--- config.mk ---
export PLATFORM = sky130hd
export DESIGN_NAME = div4_seq
export DESIGN_NICKNAME = d
export VERILOG_FILES = /design/src/rtl/div4_seq.sv
export SDC_FILE = /design/constraint.sdc
export NUM_CORES = 1
export LEC_CHECK = 0
export CORE_MARGIN = 2
export CORE_UTILIZATION = 55
export DETAILED_ROUTE_END_ITERATION = 6
export PLACE_DENSITY_LB_ADDON = 0.12
export SYNTH_ARGS = -nofsm -noshare
export SYNTH_HDL_FRONTEND = slang
export SYNTH_SLANG_ARGS = --single-unit
export TNS_END_PERCENT = 20
--- constraint.sdc ---
create_clock -name clk -period 4.54 [get_ports clk]
set_input_delay 0.454 -clock clk [delete_from_list [all_inputs] [get_ports clk]]
set_output_delay 0.454 -clock clk [all_outputs]
set_load 0.03 [all_outputs]
--- src/rtl/div4_seq.sv ---
// Sequential 4-bit unsigned restoring divider: one quotient bit per clock,
// using an invert/increment/add trial subtraction and a start/busy/done handshake.
module div4_seq (
  input  logic       clk,
  input  logic       rst_n,
  input  logic       start,
  input  logic [3:0] dividend,
  input  logic [3:0] divisor,
  output logic       busy,
  output logic       done,
  output logic [3:0] quotient,
  output logic [3:0] remainder,
  output logic       div_zero
);

  typedef enum logic [1:0] {IDLE, CALC, DONE} state_t;

  state_t      state_q;
  logic [3:0]  d_q;
  logic [3:0]  q_q;
  logic [4:0]  r_q;
  logic [1:0]  cnt_q;
  logic        busy_q;
  logic        done_q;
  logic        dz_q;
  logic [3:0]  quo_q;
  logic [3:0]  rem_q;

  logic [4:0]  r_d;
  logic [3:0]  q_d;

  // One restoring iteration; bit 5 of the 6-bit sum is the carry-out (no borrow).
  function automatic logic [8:0] trial_step(input logic [4:0] r, input logic [3:0] q,
                                            input logic [3:0] d);
    logic [4:0] r_sh;
    logic [3:0] q_sh;
    logic [5:0] sum;
    r_sh = {r[3:0], q[3]};
    q_sh = {q[2:0], 1'b0};
    sum  = {1'b0, r_sh} + {1'b0, ~{1'b0, d}} + 6'd1;
    if (sum[5]) trial_step = {sum[4:0], q_sh[3:1], 1'b1};
    else        trial_step = {r_sh, q_sh[3:1], 1'b0};
  endfunction

  always_comb begin
    {r_d, q_d} = trial_step(r_q, q_q, d_q);
  end

  always_ff @(posedge clk or negedge rst_n) begin
    if (!rst_n) begin
      state_q <= IDLE;
      d_q     <= 4'd0;
      q_q     <= 4'd0;
      r_q     <= 5'd0;
      cnt_q   <= 2'd0;
      busy_q  <= 1'b0;
      done_q  <= 1'b0;
      dz_q    <= 1'b0;
      quo_q   <= 4'd0;
      rem_q   <= 4'd0;
    end else begin
      case (state_q)
        IDLE: begin
          done_q <= 1'b0;
          if (start) begin
            if (divisor == 4'd0) begin
              state_q <= DONE;
              done_q  <= 1'b1;
              quo_q   <= 4'hF;
              rem_q   <= dividend;
              dz_q    <= 1'b1;
            end else begin
              state_q <= CALC;
              busy_q  <= 1'b1;
              d_q     <= divisor;
              q_q     <= dividend;
              r_q     <= 5'd0;
              cnt_q   <= 2'd0;
              dz_q    <= 1'b0;
            end
          end
        end
        CALC: begin
          r_q   <= r_d;
          q_q   <= q_d;
          cnt_q <= cnt_q + 2'd1;
          if (cnt_q == 2'd3) begin
            state_q <= DONE;
            busy_q  <= 1'b0;
            done_q  <= 1'b1;
            quo_q   <= q_d;
            rem_q   <= r_d[3:0];
          end
        end
        DONE: begin
          done_q  <= 1'b0;
          state_q <= IDLE;
        end
        default: begin
          state_q <= IDLE;
          busy_q  <= 1'b0;
          done_q  <= 1'b0;
        end
      endcase
    end
  end

  assign busy      = busy_q;
  assign done      = done_q;
  assign quotient  = quo_q;
  assign remainder = rem_q;
  assign div_zero  = dz_q;

endmodule

==> run_results.csv, run 1 <==
group,metric,value,unit
outcome,run_status,"completed",
clocking,cts_tree,"built",
clocking,cts_buffers,3,
finish,antenna_cells_inserted,0,
clocking,post_cts.repair.setup_buffers,0,
routing,via_per_inst,5.744,
clocking,cts_hold_repair.buffers,0,
global_routing,grt_start_max_net_pins,28,
finish,utilization,70.31,%
power_and_ir_drop,power_frac_comb,54.8,%
yosys,synth_cell_types,39,
yosys,synthFlopType,"dfrtp_1",
worst_setup_path,crit_path_top_delay_cell,"nor2_1",
timing,fmax,445.3,MHz
finish,area_growth,19.75,%
floorplan,start_util,58.71,%
routing,postRouteWirelength,2.568,mm
clocking,cts_max_path_buffers,2,
finish,footprint_of_the_flip_flops_and_latches,675.6,µm²
timing,finalSetupViolCount,0,
power_and_ir_drop,power.total,1211,µW
power_and_ir_drop,vdd_ir_drop_max,0.0004855,V
floorplan,floorplan.io_pins,22,
clocking,insertion_delay,0.33,ns
yosys,synthesis.nets,139,
finish,area_used_by_multi_input_combinational_logic,570.5,µm²
run,maxCapViolCount,0,
yosys,synthesis.area,0.001299,mm²
worst_setup_path,crit-reg2reg-launch,"d_q[1]$_DFFE_PN0P_",
yosys,async_reset_ff_share,100.0,%
yosys,postSynthRegisterBits,27,
routing,ant_nets,0,
global_routing,wire_length_of_the_first_global_routing_pass,4.243,mm
global_routing,grt_antenna_before_repair,0,
clocking,cts.htree.levels,1,
timing,min_period_over_period,49.47,%
finish,final.fill_count,178,
place,routabilityCongestion,0.8338,
worst_setup_path,path_max_fanout,13,
worst_setup_path,r2r.worst_path.cells,7,
worst_setup_path,setup.worst_path.class,"input pin to flop",
power_and_ir_drop,static_leak,0.0006883,µW
global_routing,globalRouteOverflowTotal,0,
floorplan,core_region_area,0.002212,mm²
yosys,synth.yosys.seq_area_share,52.02,%
clocking,cts_sinks,27,
worst_setup_path,worst_ep_arrival_time,2.48,ns
global_routing,globalRouteTotalUtil,21.15,%
worst_setup_path,path_cells,"clkdlybuf4s50_1 > nor4_1 > a22oi_1 > nor2_1 > nand2_1 > o32a_1",
global_routing,first_global_vias,950,
floorplan,num_rows,17,
yosys,yosysWarningCount,0,
power_and_ir_drop,clockPowerShare,9.0,%
timing,tightestPinTransition,0.7952,ns
floorplan,die_width,52.60,µm
routing,drt_pass1_iterations,4,
routing,detail_route.drc_violations,0,
worst_setup_path,slowest_delay,0.63,ns
timing,final.setup.tns,0,ns
place,buffer_ports.inserted,21,
timing,maxSlewViolCount,0,
timing,rsz0062_at_grt,"no",
yosys,synth_cells,122,
timing,clock-skew-final,0.005959,ns
finish,nets,162,
power_and_ir_drop,seqPwrFrac,36.2,%
worst_setup_path,r2r_setup_slack,2.50,ns
power_and_ir_drop,power.net_switching,523.6,µW
floorplan,die_area,0.002766,mm²
clocking,clockRootBuffer,"clkbuf_4",
finish,drive_above_1_share,9.722,%
routing,route.detailed.wl_per_inst,14.93,µm
yosys,synth_enable_flop_cells,0,
worst_setup_path,critical_path.reg2reg.endpoint,"remainder[1]$_DFFE_PN0P_",
clocking,cts.reportedPaths.clkPinSlew,0.15,ns
worst_hold_path,timing.hold.worst.class,"input pin to async pin",
power_and_ir_drop,p_sw_share,43.24,%
routing,route.vias.total,988,
timing,final_hold_viol_count,0,
power_and_ir_drop,power-per-cell-area,778.6,mW/mm²
worst_setup_path,worstSetupEndpointType,"flop",
worst_setup_path,setup.worst_path.start_class,"input pin",
place,detailedPlacementHpwl,1.917,mm
power_and_ir_drop,p_int,687.2,µW
routing,initialDrtViolationCount,17,
timing,slew_headroom,46.79,%
yosys,synthesis.area_per_instance,10.65,µm²
timing,period_minus_slack,2.246,ns
clocking,post_cts.resized_instances,0,
floorplan,die_h,52.60,µm
worst_setup_path,worst_ep_required_time,4.78,ns
power by group through the flow:
stage | logic, µW | clock network, µW | registers [µW]
floorplan | 411 | 0 | 510
global placement | 648 | 0 | 438
detailed placement | 666 | 0 | 445
CTS | 670 | 109 | 438
global route | 729 | 119 | 453
finish | 664 | 109 | 438
stage by stage:
stage / area, µm² / hold WS (ns) / std cells / worst slack [ns]
global placement: 1525 / 0.4887 / 168 / 2.029
CTS: 1555 / 0.4906 / 172 / 2.325
global route: 1555 / 0.4861 / 172 / 2.173
finish: 1555 / 0.4704 / 172 / 2.294
floorplan: 1299 / 0.1584 / 122 / 2.693
detailed placement: 1525 / 0.4879 / 168 / 1.960
state kept, by name (all words and copies together), names as in the netlist:
name and flops:
busy 1, cnt_q 2, d_q 4, div_zero 1
done 1, q_q 4, quotient 4, r_q 4
remainder 4, state_q 2
cells in the mapped netlist (2+ instances only):
cell type / instances / area share [%]
nor2b_1: 3 / 1.4
nand3_1: 2 / 0.77
a22oi_1: 2 / 1.2
buf_2: 3 / 1.2
ha_1: 5 / 4.8
o21ai_0: 6 / 2.3
nor2_1: 8 / 2.3
nor3_1: 2 / 0.77
nand2_1: 19 / 5.5
inv_1: 7 / 2.0
a31oi_1: 5 / 2.4
a22o_1: 3 / 2.0
dfrtp_1: 27 / 52
mux2_2: 3 / 2.6
o22a_1: 3 / 2.0
cell families (layout without fill, tap and decap cells):
logic type               after synthesis  count (layout)  share of synthesized area, %
AND/OR/NAND/NOR                       45              45                         17.63
XOR/XNOR                               1               1                        0.6745
buffers and inverters                 11              33                         4.046
flip-flops                            27              27                         52.02
AO/OA/AOI/OAI                         28              28                         15.80
multiplexers                           4               4                         3.468
adder cells (fa/ha/maj)                6               6                         6.358
cells in the final DEF (no fill, tap or decap), types with 2 or more instances in the layout:
cell              n
o22a_1            3
inv_1             7
a22o_1            3
clkdlybuf4s50_1  21
nand3_1           2
a31oi_1           5
a22oi_1           2
mux2_2            3
nor2b_1           3
clkbuf_4          3
o21ai_0           6
nor3_1            2
nor2_1            8
nand2_1          19
dfrtp_1          27
ha_1              5
final cells by class:
type                    count  area share [%]
inverters                   7           1.689
multi-input cells          84           36.69
well taps                  28           2.253
repair buffers             22           14.00
clock buffers               3           1.448
flip-flops and latches     27           43.44
clock inverters             1          0.4827
critical path: cells and delay by family:
family	cells	cell delay [ns]
compound gates	2	0.44
buf+inv	1	0.45
simple gates	3	1.14
layer usage:
layer | GRT usage (%) | up-vias | share of wire (%)
met1 | 28.30 | 482 | 48
met4 | 7.692 | 0 | 0.90
li1 | - | 485 | -
met3 | 2.571 | 4 | 3.3
met2 | 35.21 | 17 | 48
met5 | 0 | - | 0
worst max-delay path by stage:
stage                                     endpoint  cells past startpoint          startpoint
after floorplan           remainder[1]$_DFFE_PN0P_                      7  d_q[1]$_DFFE_PN0P_
after global placement    remainder[0]$_DFFE_PN0P_                      6          divisor[1]
after detailed placement  remainder[0]$_DFFE_PN0P_                      6          divisor[0]
after CTS                 remainder[0]$_DFFE_PN0P_                      6          divisor[0]
after global routing      remainder[0]$_DFFE_PN0P_                      6          divisor[1]
final                     remainder[0]$_DFFE_PN0P_                      6          divisor[1]
No activity file was read; power rests on OpenSTA's default activity.
==> run 2: changes to the inputs <==
--- a/config.mk
+++ b/config.mk
@@ -6,7 +6,7 @@
 export NUM_CORES = 1
 export LEC_CHECK = 0
 export CORE_MARGIN = 2
-export CORE_UTILIZATION = 55
+export CORE_UTILIZATION = 46
 export DETAILED_ROUTE_END_ITERATION = 6
 export PLACE_DENSITY_LB_ADDON = 0.12
 export SYNTH_ARGS = -nofsm -noshare
==> constraint.sdc (replaced) <==
create_clock -name clk -period 1.9 [get_ports clk]
set_input_delay 0.19 -clock clk [delete_from_list [all_inputs] [get_ports clk]]
set_output_delay 0.19 -clock clk [all_outputs]
set_load 0.03 [all_outputs]
==> run_results.csv, run 2 (synthesized netlist as in run 1, its figures left out) <==
group,metric,value,unit
timing,min_period_over_period,101.6,%
timing,fmax,518.1,MHz
place,buffer_ports.inserted,21,
timing,finalSetupViolCount,3,
clocking,post_cts.repair.setup_buffers,0,
clocking,cts_tree,"built",
clocking,clockRootBuffer,"clkbuf_4",
global_routing,first_global_vias,1064,
finish,mostFrequentLayoutCell,"dfrtp_1",
clocking,cts_max_path_buffers,2,
finish,mostFrequentLayoutCells,"27 x dfrtp_1, 21 x clkdlybuf4s50_1, 19 x nand2_1, 12 x buf_4, 8 x nor2_1",
worst_setup_path,setup.worst_path.start_class,"flop",
routing,postRouteWirelength,2.668,mm
timing,maxSlewViolCount,0,
routing,detail_route.drc_violations,0,
place,routabilityCongestion,0.8991,
worst_setup_path,setup.worst_path.class,"flop to flop",
timing,final_hold_viol_count,0,
global_routing,grt_antenna_before_repair,0,
floorplan,die_area,0.003264,mm²
power_and_ir_drop,static_leak,0.0007509,µW
clocking,cts.reportedPaths.clkPinSlew,0.14,ns
outcome,violations,"setup timing",
place,placement.cell_area,0.001612,mm²
floorplan,die_width,57.14,µm
routing,top_layer,"met4",
finish,layout.cell_area.non_filler,0.001643,mm²
floorplan,num_rows,19,
global_routing,globalRouteOverflowTotal,0,
routing,route.detailed.wl_per_inst,14.34,µm
worst_setup_path,r2r_setup_slack,-0.03,ns
timing,layout_setup_ws,-0.03005,ns
worst_setup_path,critical_path.reg2reg.endpoint,"remainder[1]$_DFFE_PN0P_",
worst_hold_path,timing.hold.worst.class,"input pin to async pin",
routing,ant_nets,0,
clocking,cts_buffers,3,
worst_setup_path,r2r.worst_path.cells,7,
worst_setup_path,worst_ep_required_time,2.16,ns
run,maxCapViolCount,0,
outcome,run_status,"finished, violations left",
timing,period_minus_slack,1.930,ns
global_routing,wire_length_of_the_first_global_routing_pass,4.733,mm
routing,via_per_inst,5.613,
floorplan,core_region_area,0.002710,mm²
finish,area_growth,26.49,%
worst_setup_path,critPathCapture,"remainder[1]$_DFFE_PN0P_",
routing,met3WireLength,177,µm
power_and_ir_drop,vdd_ir_drop_max,0.001343,V
routing,initialDrtViolationCount,26,
clocking,cts.htree.levels,1,
timing,slew_headroom,67.98,%
timing,rsz0062_at_grt,"yes",
timing,clock-skew-final,0.007308,ns
worst_setup_path,worst_ep_arrival_time,2.19,ns
worst_setup_path,worstSetupEndpointType,"flop",
worst_setup_path,critPathLaunch,"d_q[1]$_DFFE_PN0P_",
floorplan,start_util,47.92,%
finish,nets,173,
global_routing,globalRouteTotalUtil,18.94,%
routing,routedLengthMet1,1.144,mm
finish,antenna_cells_inserted,0,
worst_setup_path,crit-reg2reg-launch,"d_q[1]$_DFFE_PN0P_",
routing,route.vias.total,1044,
finish,drive_above_1_share,16.13,%
clocking,cts_sinks,27,
floorplan,floorplan.io_pins,22,
place,detailedPlacementHpwl,2.062,mm
floorplan,die_h,57.14,µm
power_and_ir_drop,power-per-cell-area,1884,mW/mm²
global_routing,grt_start_max_net_pins,28,
worst_setup_path,path_max_fanout,7,
routing,drt_pass1_iterations,4,
routing,wl_met2,1.290,mm
clocking,insertion_delay,0.33,ns
timing,tightestPinTransition,0.4759,ns
power_and_ir_drop,power.total,3096,µW
==> run 2: cell types whose count changed in the layout (fill, tap and decap cells not counted) <==
cell        delta
buf_4         +11
clkinv_2       +1
clkinvlp_4     -1
mux2_2         -1
mux2_4         +1
==> run 2: what timing repair did <==
item | 4_1_cts | 5_1_grt
resized for setup | 1 | 0
hold buffers | 0 | 0
cloned | 0 | 0
endpoints found under the setup margin | 2 | 7
endpoints found under the hold margin | 0 | 0
==> run 2: worst min-delay path by stage <==
| stage | start | endpoint | slack, ns | depth (start not counted) |
|---|---|---|---|---|
| 2_1_floorplan | rst_n | busy$_DFFE_PN0P_ | -0.11 | 0 |
| 3_3_place_gp | d_q[1]$_DFFE_PN0P_ | d_q[1]$_DFFE_PN0P_ | 0.49 | 1 |
| 3_5_place_dp | d_q[2]$_DFFE_PN0P_ | d_q[2]$_DFFE_PN0P_ | 0.49 | 1 |
| 4_1_cts | rst_n | d_q[1]$_DFFE_PN0P_ | 0.22 | 2 |
| 5_1_grt | rst_n | r_q[2]$_DFFE_PN0P_ | 0.22 | 2 |
| 6_report | rst_n | q_q[0]$_DFFE_PN0P_ | 0.21 | 2 |
==> run 2: per-layer routing <==
layer,track usage [%],up-vias
li1,-,499
met1,22.45,503
met2,30.54,34
met3,6.576,8
met4,9.635,0
met5,0,-
==> run 2: stage by stage <==
step	hold WS [ns]	setup TNS (ns)	setup slack [ns]	util [%]	instances
after floorplan	-0.1056	0	0.05301	-	122
after global placement	0.4906	-0.01582	-0.01169	59.46	182
after detailed placement	0.4939	-0.05571	-0.02738	59.46	182
after CTS	0.2188	-0.07549	-0.03262	60.62	186
after global routing	0.2195	-0.5876	-0.1459	60.62	186
final	0.2112	-0.07291	-0.03005	60.62	186
==> run 2: power breakdown <==
group	internal [µW]	switching (µW)	leakage, µW	total (µW)
clock network	79.1	166	0.0000177	245
registers	847	188	0.000321	1040
logic	878	938	0.000412	1820
==> run 2: final cells by class <==
cell class / instances / area, µm²
inverters: 7 / 26.28
fillers: 246 / 1067
repair buffers: 33 / 300.3
well taps: 31 / 38.79
clock buffers: 3 / 22.52
multi-input cells: 84 / 574.3
clock inverters: 1 / 5.005
flip-flops and latches: 27 / 675.6
==> run 2: critical path, cell delays in order (launching register included) <==
cell,delay (ns)
dfrtp_1,0.40
inv_1,0.07
ha_1,0.22
nor2b_1,0.14
o31a_1,0.28
nor3_4,0.25
mux2_4,0.34
a31oi_1,0.16
